$ cat src/rtl/program_loader_if.sv
// rtl/program_loader_if.sv - byte stream and program-memory write bundle for program_loader
//
// Signals:
//   byte_in[7:0]            stream data byte (host -> loader)
//   byte_valid              byte_in is valid (host -> loader)
//   byte_ready              loader accepts byte_in this cycle (loader -> host)
//   data_word[15:0]         assembled word (loader -> program memory / CPU data_in)
//   word_addr[ADDR_W-1:0]   write address for data_word (loader -> program memory)
//   word_we                 one-cycle write strobe (loader -> program memory)
// Modports:
//   master  host / memory side
//   slave   loader side
interface program_loader_if #(
    parameter int ADDR_W = 4
);
    logic [7:0]        byte_in;
    logic              byte_valid;
    logic              byte_ready;
    logic [15:0]       data_word;
    logic [ADDR_W-1:0] word_addr;
    logic              word_we;

    modport master (
        output byte_in, byte_valid,
        input  byte_ready, data_word, word_addr, word_we
    );

    modport slave (
        input  byte_in, byte_valid,
        output byte_ready, data_word, word_addr, word_we
    );
endinterface

$ cat src/rtl/program_loader.sv
// rtl/program_loader.sv - loads a byte-streamed image into program memory while holding the CPU in reset
//
// Ports:
//   clk        system clock, rising edge
//   clear      asynchronous active-high reset
//   start      single-cycle pulse that begins a load (ignored unless idle)
//   bus        program_loader_if.slave: byte stream in, word write out
//   cpu_clear  holds the CPU in reset (active-high)
//   busy       load in progress
//   done       one-cycle pulse on a successful load
//   error      sticky error flag, cleared by the next start
// Stream format: N, then N words high byte first.
// Optional macro LOADER_CHECKSUM_EN: one trailing byte equal to the modulo-256
// sum of N and every payload byte; a mismatch ends the load in ERR.
module program_loader #(
    parameter int ADDR_W = 4,
    parameter int DEPTH  = 16
) (
    input  logic             clk,
    input  logic             clear,
    input  logic             start,
    program_loader_if.slave  bus,
    output logic             cpu_clear,
    output logic             busy,
    output logic             done,
    output logic             error
);
    // One extra bit so that N == 2**ADDR_W does not wrap before the compare.
    localparam int IW = ADDR_W + 1;

    typedef enum logic [2:0] {
        IDLE,
        GET_CNT,
        GET_HI,
        GET_LO,
        WRITE,
`ifdef LOADER_CHECKSUM_EN
        GET_SUM,
`endif
        RELEASE,
        ERR
    } state_t;

    // Where the FSM goes once the last word (or an empty image) is done.
`ifdef LOADER_CHECKSUM_EN
    localparam state_t END_ST = GET_SUM;
`else
    localparam state_t END_ST = RELEASE;
`endif

    state_t        state_q;
    state_t        state_d;
    logic [IW-1:0] index;
    logic [IW-1:0] count;
    logic [7:0]    hi;
    logic          fire;
    logic          last_word;
    logic          too_big;
`ifdef LOADER_CHECKSUM_EN
    logic [7:0]    sum;
`endif

    assign fire      = bus.byte_valid && bus.byte_ready;
    assign last_word = (index + IW'(1)) == count;
    assign too_big   = {24'd0, bus.byte_in} > 32'(DEPTH);

    // State register
    always_ff @(posedge clk or posedge clear) begin
        if (clear) state_q <= IDLE;
        else       state_q <= state_d;
    end

    // Next-state logic
    always_comb begin
        state_d = state_q;
        case (state_q)
            IDLE:    if (start) state_d = GET_CNT;
            GET_CNT: if (fire) begin
                if (bus.byte_in == 8'd0) state_d = END_ST;
                else if (too_big)        state_d = ERR;
                else                     state_d = GET_HI;
            end
            GET_HI:  if (fire) state_d = GET_LO;
            GET_LO:  if (fire) state_d = WRITE;
            WRITE:   state_d = last_word ? END_ST : GET_HI;
`ifdef LOADER_CHECKSUM_EN
            GET_SUM: if (fire) state_d = (bus.byte_in == sum) ? RELEASE : ERR;
`endif
            RELEASE: state_d = IDLE;
            ERR:     state_d = IDLE;
            default: state_d = IDLE;
        endcase
    end

    // Output decode (pure function of the registered state)
    always_comb begin
        bus.byte_ready = 1'b0;
        bus.word_we    = 1'b0;
        done           = 1'b0;
        busy           = 1'b0;
        case (state_q)
            GET_CNT, GET_HI, GET_LO: begin
                bus.byte_ready = 1'b1;
                busy           = 1'b1;
            end
`ifdef LOADER_CHECKSUM_EN
            GET_SUM: begin
                bus.byte_ready = 1'b1;
                busy           = 1'b1;
            end
`endif
            WRITE: begin
                bus.word_we = 1'b1;
                busy        = 1'b1;
            end
            RELEASE: done = 1'b1;
            default: ;
        endcase
    end

    // Datapath and sticky flags
    always_ff @(posedge clk or posedge clear) begin
        if (clear) begin
            index         <= '0;
            count         <= '0;
            hi            <= 8'd0;
            bus.data_word <= 16'd0;
            bus.word_addr <= '0;
            cpu_clear     <= 1'b1;
            error         <= 1'b0;
`ifdef LOADER_CHECKSUM_EN
            sum           <= 8'd0;
`endif
        end else begin
            if (state_q == IDLE && start) begin
                index     <= '0;
                cpu_clear <= 1'b1;
                error     <= 1'b0;
`ifdef LOADER_CHECKSUM_EN
                sum       <= 8'd0;
`endif
            end
            // cpu_clear drops on the edge that leaves RELEASE.
            if (state_q == RELEASE) cpu_clear <= 1'b0;
            if (state_d == ERR)     error     <= 1'b1;
            if (fire && state_q == GET_CNT) count <= IW'(bus.byte_in);
            if (fire && state_q == GET_HI)  hi    <= bus.byte_in;
            // Word and address are captured as WRITE is entered and then
            // held until the next word completes.
            if (fire && state_q == GET_LO) begin
                bus.data_word <= {hi, bus.byte_in};
                bus.word_addr <= index[ADDR_W-1:0];
            end
            if (state_q == WRITE) index <= index + IW'(1);
`ifdef LOADER_CHECKSUM_EN
            if (fire && (state_q == GET_CNT || state_q == GET_HI || state_q == GET_LO))
                sum <= sum + bus.byte_in;
`endif
        end
    end
endmodule

$ cat src/flat_wrapper.sv
// flat-port wrapper written by rule: the top's interface ports become plain ports
module program_loader_flat 
#(
    parameter int ADDR_W = 4,
    parameter int DEPTH  = 16
)
  (clk, clear, start, cpu_clear, busy, done, error, bus_byte_in, bus_byte_valid, bus_byte_ready, bus_data_word, bus_word_addr, bus_word_we);
  program_loader_if #(.ADDR_W(ADDR_W)) bus_i ();
  input  logic clk;
  input  logic clear;
  input  logic start;
  output logic cpu_clear;
  output logic busy;
  output logic done;
  output logic error;
  input wire logic [$bits(bus_i.byte_in)-1:0] bus_byte_in;
  input wire logic [$bits(bus_i.byte_valid)-1:0] bus_byte_valid;
  output wire logic [$bits(bus_i.byte_ready)-1:0] bus_byte_ready;
  output wire logic [$bits(bus_i.data_word)-1:0] bus_data_word;
  output wire logic [$bits(bus_i.word_addr)-1:0] bus_word_addr;
  output wire logic [$bits(bus_i.word_we)-1:0] bus_word_we;
  assign bus_i.byte_in = bus_byte_in;
  assign bus_i.byte_valid = bus_byte_valid;
  assign bus_byte_ready = bus_i.byte_ready;
  assign bus_data_word = bus_i.data_word;
  assign bus_word_addr = bus_i.word_addr;
  assign bus_word_we = bus_i.word_we;
  program_loader #(.ADDR_W(ADDR_W), .DEPTH(DEPTH)) u_core (.clk(clk), .clear(clear), .start(start), .bus(bus_i), .cpu_clear(cpu_clear), .busy(busy), .done(done), .error(error));
endmodule
$ cat config.mk
export PLATFORM = sky130hd
export DESIGN_NAME = program_loader_flat
export DESIGN_NICKNAME = d
export VERILOG_FILES = /design/src/rtl/program_loader_if.sv /design/src/rtl/program_loader.sv /design/src/flat_wrapper.sv
export SDC_FILE = /design/constraint.sdc
export NUM_CORES = 1
export LEC_CHECK = 0
export CAP_MARGIN = 0
export CORE_MARGIN = 1.5
export CORE_UTILIZATION = 57
export CTS_BUF_LIST = sky130_fd_sc_hd__clkbuf_8
export DETAILED_ROUTE_END_ITERATION = 8
export PLACE_DENSITY_LB_ADDON = 0.12
export SKIP_LAST_GASP = 1
export SLEW_MARGIN = 20
export SYNTH_ARGS = -nofsm -noshare
export SYNTH_HDL_FRONTEND = slang
export SYNTH_SLANG_ARGS = --single-unit
$ cat constraint.sdc
create_clock -name clk -period 3.65 [get_ports clk]
set_clock_uncertainty 0.1 [all_clocks]
set_input_delay 0.5475 -clock clk [delete_from_list [all_inputs] [get_ports clk]]
set_output_delay 0.5475 -clock clk [all_outputs]
set_load 0.02 [all_outputs]
==> results of run 1 <==
## Yosys cell counts, drive strengths merged, types with 2 or more instances
library cell	count	share of area, %
nor2	2	0.38
xor2	2	0.89
or3	2	0.89
xnor2	7	3.1
o21ai	8	2.0
nand2	7	1.3
nor4	3	0.96
clkbuf	4	1.8
buf	4	1.3
inv	5	0.96
a21oi	5	1.3
and3	2	0.70
dfrtp	42	54
nand3	5	1.5
mux2	33	19
## cell usage in the layout, fill, tap and decap left out, types with 5 or more instances in the layout
cell type / synthesis / layout
clkdlybuf4s50_1: 0 / 37
nand2_1: 7 / 7
inv_1: 4 / 6
clkbuf_8: 2 / 5
mux2_1: 5 / 5
dfrtp_1: 42 / 42
mux2_2: 28 / 28
o21ai_0: 8 / 8
a21oi_1: 5 / 5
xnor2_1: 7 / 7
## sequential cells by signal, indices dropped and copies added (netlist names)
signal and cells:
u_core.bus.word_addr 4, u_core.cpu_clear 1, u_core.error 1, u_core.hi 8
u_core.count 5, u_core.state_q 3, u_core.index 5, u_core.bus.data_word 16
## worst register-to-register path: stages (launching register included)
cell and delay (ns):
dfrtp_1 0.56, inv_2 0.14, and3_2 0.26, nand2_1 0.65, mux2_2 0.42
## final cells by class
class / count / share of cell area [%]
tap: 46 / 2.37
sequential: 43 / 44.5
multi-input combinational: 93 / 33.1
clock buffer: 5 / 2.84
clock inverter: 3 / 0.516
inverter: 5 / 0.774
timing repair buffer: 39 / 15.9
## cell families (layout without fill, tap and decap cells)
| kind of cell | Yosys count | after routing |
|---|---|---|
| and+or+nand+nor | 27 | 27 |
| AOI/OAI and AO/OA | 23 | 23 |
| DFF | 43 | 43 |
| xor gates and xnor gates | 9 | 9 |
| buffers and inverters | 13 | 52 |
| adders and majority gates | 1 | 1 |
| muxes | 33 | 33 |
## per-layer routing
layer  GRT usage [%]  up-vias  wire length [um]
li1                -      615                 -
met1            30.1      619              1720
met2            34.6       33              1790
met3            5.04        6               130
met4            9.73        0                53
met5               0        -                 0
## power groups by stage
stage	Sequential, mW	Combinational, mW	Clock [mW]
floorplan	0.951	0.548	0
global placement	0.876	0.942	0
detailed placement	0.895	0.973	0
CTS	0.888	0.977	0.285
global route	0.921	1.05	0.309
finish	0.890	0.967	0.280
## worst paths after layout
check	end	cells after the start	startpoint	slack (ns)
worst max-delay path	bus_word_we	4	u_core.state_q[0]	0.90
worst min-delay path	u_core.error	1	u_core.error	0.40
worst max register to register	u_core.bus.data_word[5]	4	u_core.state_q[2]	1.41
worst min register to register	u_core.error	1	u_core.error	0.40
max in group asynchronous	u_core.cpu_clear	3	clear	2.48
min in group asynchronous	u_core.bus.word_addr[1]	3	clear	0.58
==> metrics.cfg, run 1 <==
[timing]
worstMarginPinSlew_ns=0.869
clock.fmax_mhz=364
slew_violations=0
setup_violations=0
relSlewSlack_pct=41.9
min_period_ns=2.75
finalSetupTns_ns=0
finalHoldViolCount=0
hold_ws_ns=0.397
rsz0062_at_grt=no
finalCritPeriodShare_pct=75.3
timing.final.ws_setup_ns=0.902

[logic_synthesis]
synth_compound_area_share_pct=8.17
synth_seq_cells=43
synth_fp_nets=162
syn_inst=149
synth_edf_count=0
synthMuxAreaShare_pct=19.0
syn_area_um2=1960
synth_fa_ha_area_share_pct=0.638
yosysSeqAreaShare_pct=54.9
syn_avg_cell_area_um2=13.2
synthFlopType=dfrtp_1
synth_top_family_by_area=multiplexers
ys_types=40
synthArstFlopShare_pct=100
synth_xor_area_share_pct=4.02
yosysWarnings=0
synth_simple_gate_area_share_pct=9.19

[worst_setup_path]
path_cells=nor2_1, nand2_1, inv_1, clkdlybuf4s50_1
cp-end-kind=output port
crit_path_start_kind=flop
crit_buf_inv=2
cpPeakStageDelay_ns=0.61
worstPathRequired_ns=3.00
worst-setup-path-type=reg -> out
crit_arrival_ns=2.10
critical-path-top-delay-family=buffers and inverters
cp_slowest_cell=clkdlybuf4s50_1
path_max_fanout=12

[finish]
multiInputGateArea_um2=803
seq_area_um2=1080
final_cell_area_um2=2420
nets=200
syn_to_final_growth_pct=23.6
layout-drive-gt1-share_pct=23.9
final_util_pct=73.2
final_cells=234
fill_cells=252
antenna_cells=0

[place]
place.gp.congestion=0.725
port_buffers=37
dp.cells=226
dpl-instance-area_um2=2340
dp_hpwl_um=2610
place_ws_ns=1.01

[clock_network]
cts_made_buffers=5
htreeDepth=2
postCtsSetupRepairBufs=0
clk_path_buf_depth=2
clk_pin_slew_ns=0.08
cts_root_buf=clkbuf_8
ctsHoldBuffers=0
clock-sinks=43
cts_resized=0
cts_tree=done
clock_latency_ns=0.29

[power]
pwr-share-clk_pct=13.1
p_per_area_nw_per_um2=882
combPwrFrac_pct=45.2
p_leak_nw=1.03
ir_drop_v=0.000474
intPower_mw=1.35
total_power_mw=2.14
p_switching_uw=782
seqPwrFrac_pct=41.7
p_sw_share_pct=36.6

[detailed_routing]
wire_per_inst_um=15.8
drtPass1Iterations=4
vias=1273
drc=0
viasPerCell=5.44
routed_wl_um=3700
dr.first_iter.drc_count=73
drt.antenna.violating_nets=0

[floorplanning]
ios=38
std_cell_rows=21
start_util_pct=59.2
core_um2=3310
die-area_um2=3800
die_w_um=61.7
fp.dieH_um=61.7

[grt]
grt.overflow.total=0
grt_pass1_vias=1233
antenna_found_initial=0
grt_max_degree=44
grt_first_pass_wirelength_um=6050
grt_usage_pct=22.3

[run]
maxCapViolations=0

[outcome]
status=completed

[min_path]
min_path_type=reg -> reg

Power figures use the tool's default switching activity.
==> run 2, diff against run 1 <==
--- a/config.mk
+++ b/config.mk
@@ -7,7 +7,7 @@
 export LEC_CHECK = 0
 export CAP_MARGIN = 0
 export CORE_MARGIN = 1.5
-export CORE_UTILIZATION = 57
+export CORE_UTILIZATION = 53
 export CTS_BUF_LIST = sky130_fd_sc_hd__clkbuf_8
 export DETAILED_ROUTE_END_ITERATION = 8
 export PLACE_DENSITY_LB_ADDON = 0.12
==> constraint.sdc (replaced) <==
create_clock -name clk -period 2.8 [get_ports clk]
set_clock_uncertainty 0.1 [all_clocks]
set_input_delay 0.42 -clock clk [delete_from_list [all_inputs] [get_ports clk]]
set_output_delay 0.42 -clock clk [all_outputs]
set_load 0.02 [all_outputs]
==> metrics.cfg, run 2 (synthesis gave the netlist of run 1 again) <==
[outcome]
status=completed

[finish]
top_register=u_core.bus.data_word
reg_top3=u_core.bus.data_word (16), u_core.hi (8)
final_cell_mix=dfrtp_1 (42), clkdlybuf4s50_1 (37), mux2_2 (28), o21ai_0 (8)
fill_cells=247
antenna_cells=0
largest_reg_flops=16
final_common_cell=dfrtp_1
syn_to_final_growth_pct=26.9
layout-drive-gt1-share_pct=25.8
nets=202

[detailed_routing]
routed_wl_um=3610
drt.antenna.violating_nets=0
dr.first_iter.drc_count=115
drtPass1Iterations=4
viasPerCell=5.49
drc=0
wire_per_inst_um=15.3
vias=1295

[floorplanning]
std_cell_rows=21
die_w_um=63.8
die-area_um2=4070
fp.dieH_um=63.8
start_util_pct=57.0
core_um2=3440
ios=38

[timing]
rsz0062_at_grt=no
min_period_ns=2.61
relSlewSlack_pct=58.2
timing.final.ws_setup_ns=0.187
clock.fmax_mhz=383
finalCritPeriodShare_pct=93.3
worstMarginPinSlew_ns=0.624
finalHoldViolCount=0
slew_violations=0
setup_violations=0
hold_ws_ns=0.394
finalSetupTns_ns=0

[worst_setup_path]
r2r-end=u_core.bus.data_word[11]
path_cells=nor2_1, nand2_1, inv_1, clkdlybuf4s50_1
cp_slowest_cell=clkdlybuf4s50_1
cp-end-kind=output port
path_max_fanout=12
r2r-start=u_core.state_q[2]
crit_path_start_kind=flop
worst-setup-path-type=reg -> out
crit_buf_inv=2
r2r.worst_path.cells=5
worstPathRequired_ns=2.28
cpPeakStageDelay_ns=0.60
crit_arrival_ns=2.09
rrSetupSlack_ns=0.80
critical-path-top-delay-family=buffers and inverters

[min_path]
min_path_type=reg -> reg
min_to=u_core.bus.word_addr[1]
whs_path_depth=1
min_from=u_core.bus.word_addr[1]

[grt]
grt_pass1_vias=1299
antenna_found_initial=0
grt_max_degree=44
grt.overflow.total=0
grt_usage_pct=20.4
grt_first_pass_wirelength_um=6240

[power]
p_per_area_nw_per_um2=1180
p_leak_nw=1.05
ir_drop_v=0.000627

[place]
place.gp.congestion=0.820
port_buffers=37
dp_hpwl_um=2610
place_ws_ns=0.382

[clock_network]
htreeDepth=2
cts_root_buf=clkbuf_8
postCtsSetupRepairBufs=0
cts_made_buffers=5
clk_pin_slew_ns=0.08
clock-sinks=43
cts_tree=done
clock_latency_ns=0.30
ctsHoldBuffers=0
clk_path_buf_depth=2
cts_resized=0

[run]
maxCapViolations=0

-- run 2: per-stage QoR --
stage | cells | cell area [um^2] | util, % | power [mW]
final | 236 | 2490 | 72.3 | 2.93
after global placement | 228 | 2370 | 68.8 | 2.40
after floorplan | 149 | 1960 | - | 1.95
after global routing | 236 | 2490 | 72.3 | 3.11
after CTS | 236 | 2490 | 72.3 | 2.96
after detailed placement | 228 | 2370 | 68.8 | 2.45
-- run 2: cell type report --
cell class                      count  area (um^2)  share of cell area, %
Clock inverter                      2         35.0                   1.41
Sequential cell                    43         1080                   43.3
Multi-Input combinational cell     93          803                   32.3
Clock buffer                        6         82.6                   3.32
Inverter                            5         18.8                  0.755
Tap cell                           46         57.6                   2.31
Timing Repair Buffer               41          413                   16.6
-- run 2: power breakdown --
group / total, mW / internal (mW) / switching, mW
combinational: 1.30 / 0.704 / 0.594
sequential: 1.14 / 0.913 / 0.225
clock: 0.493 / 0.288 / 0.205
-- run 2: worst max path at each step --
stage | from | end | cells past startpoint
floorplan | bus_byte_in[0] | u_core.error | 4
global placement | bus_byte_in[0] | u_core.error | 5
detailed placement | bus_byte_in[0] | u_core.error | 5
CTS | u_core.state_q[0] | bus_word_we | 4
global route | u_core.state_q[0] | bus_word_we | 4
finish | u_core.state_q[0] | bus_word_we | 4
-- run 2: metal layers --
layer | track usage [%] | wire (um) | up-vias | share of wire [%]
li1 | - | - | 611 | -
met1 | 24.2 | 1520 | 645 | 42
met2 | 35.0 | 1840 | 34 | 51
met3 | 6.16 | 188 | 5 | 5.2
met4 | 7.34 | 58 | 0 | 1.6
met5 | 0 | 0 | - | 0
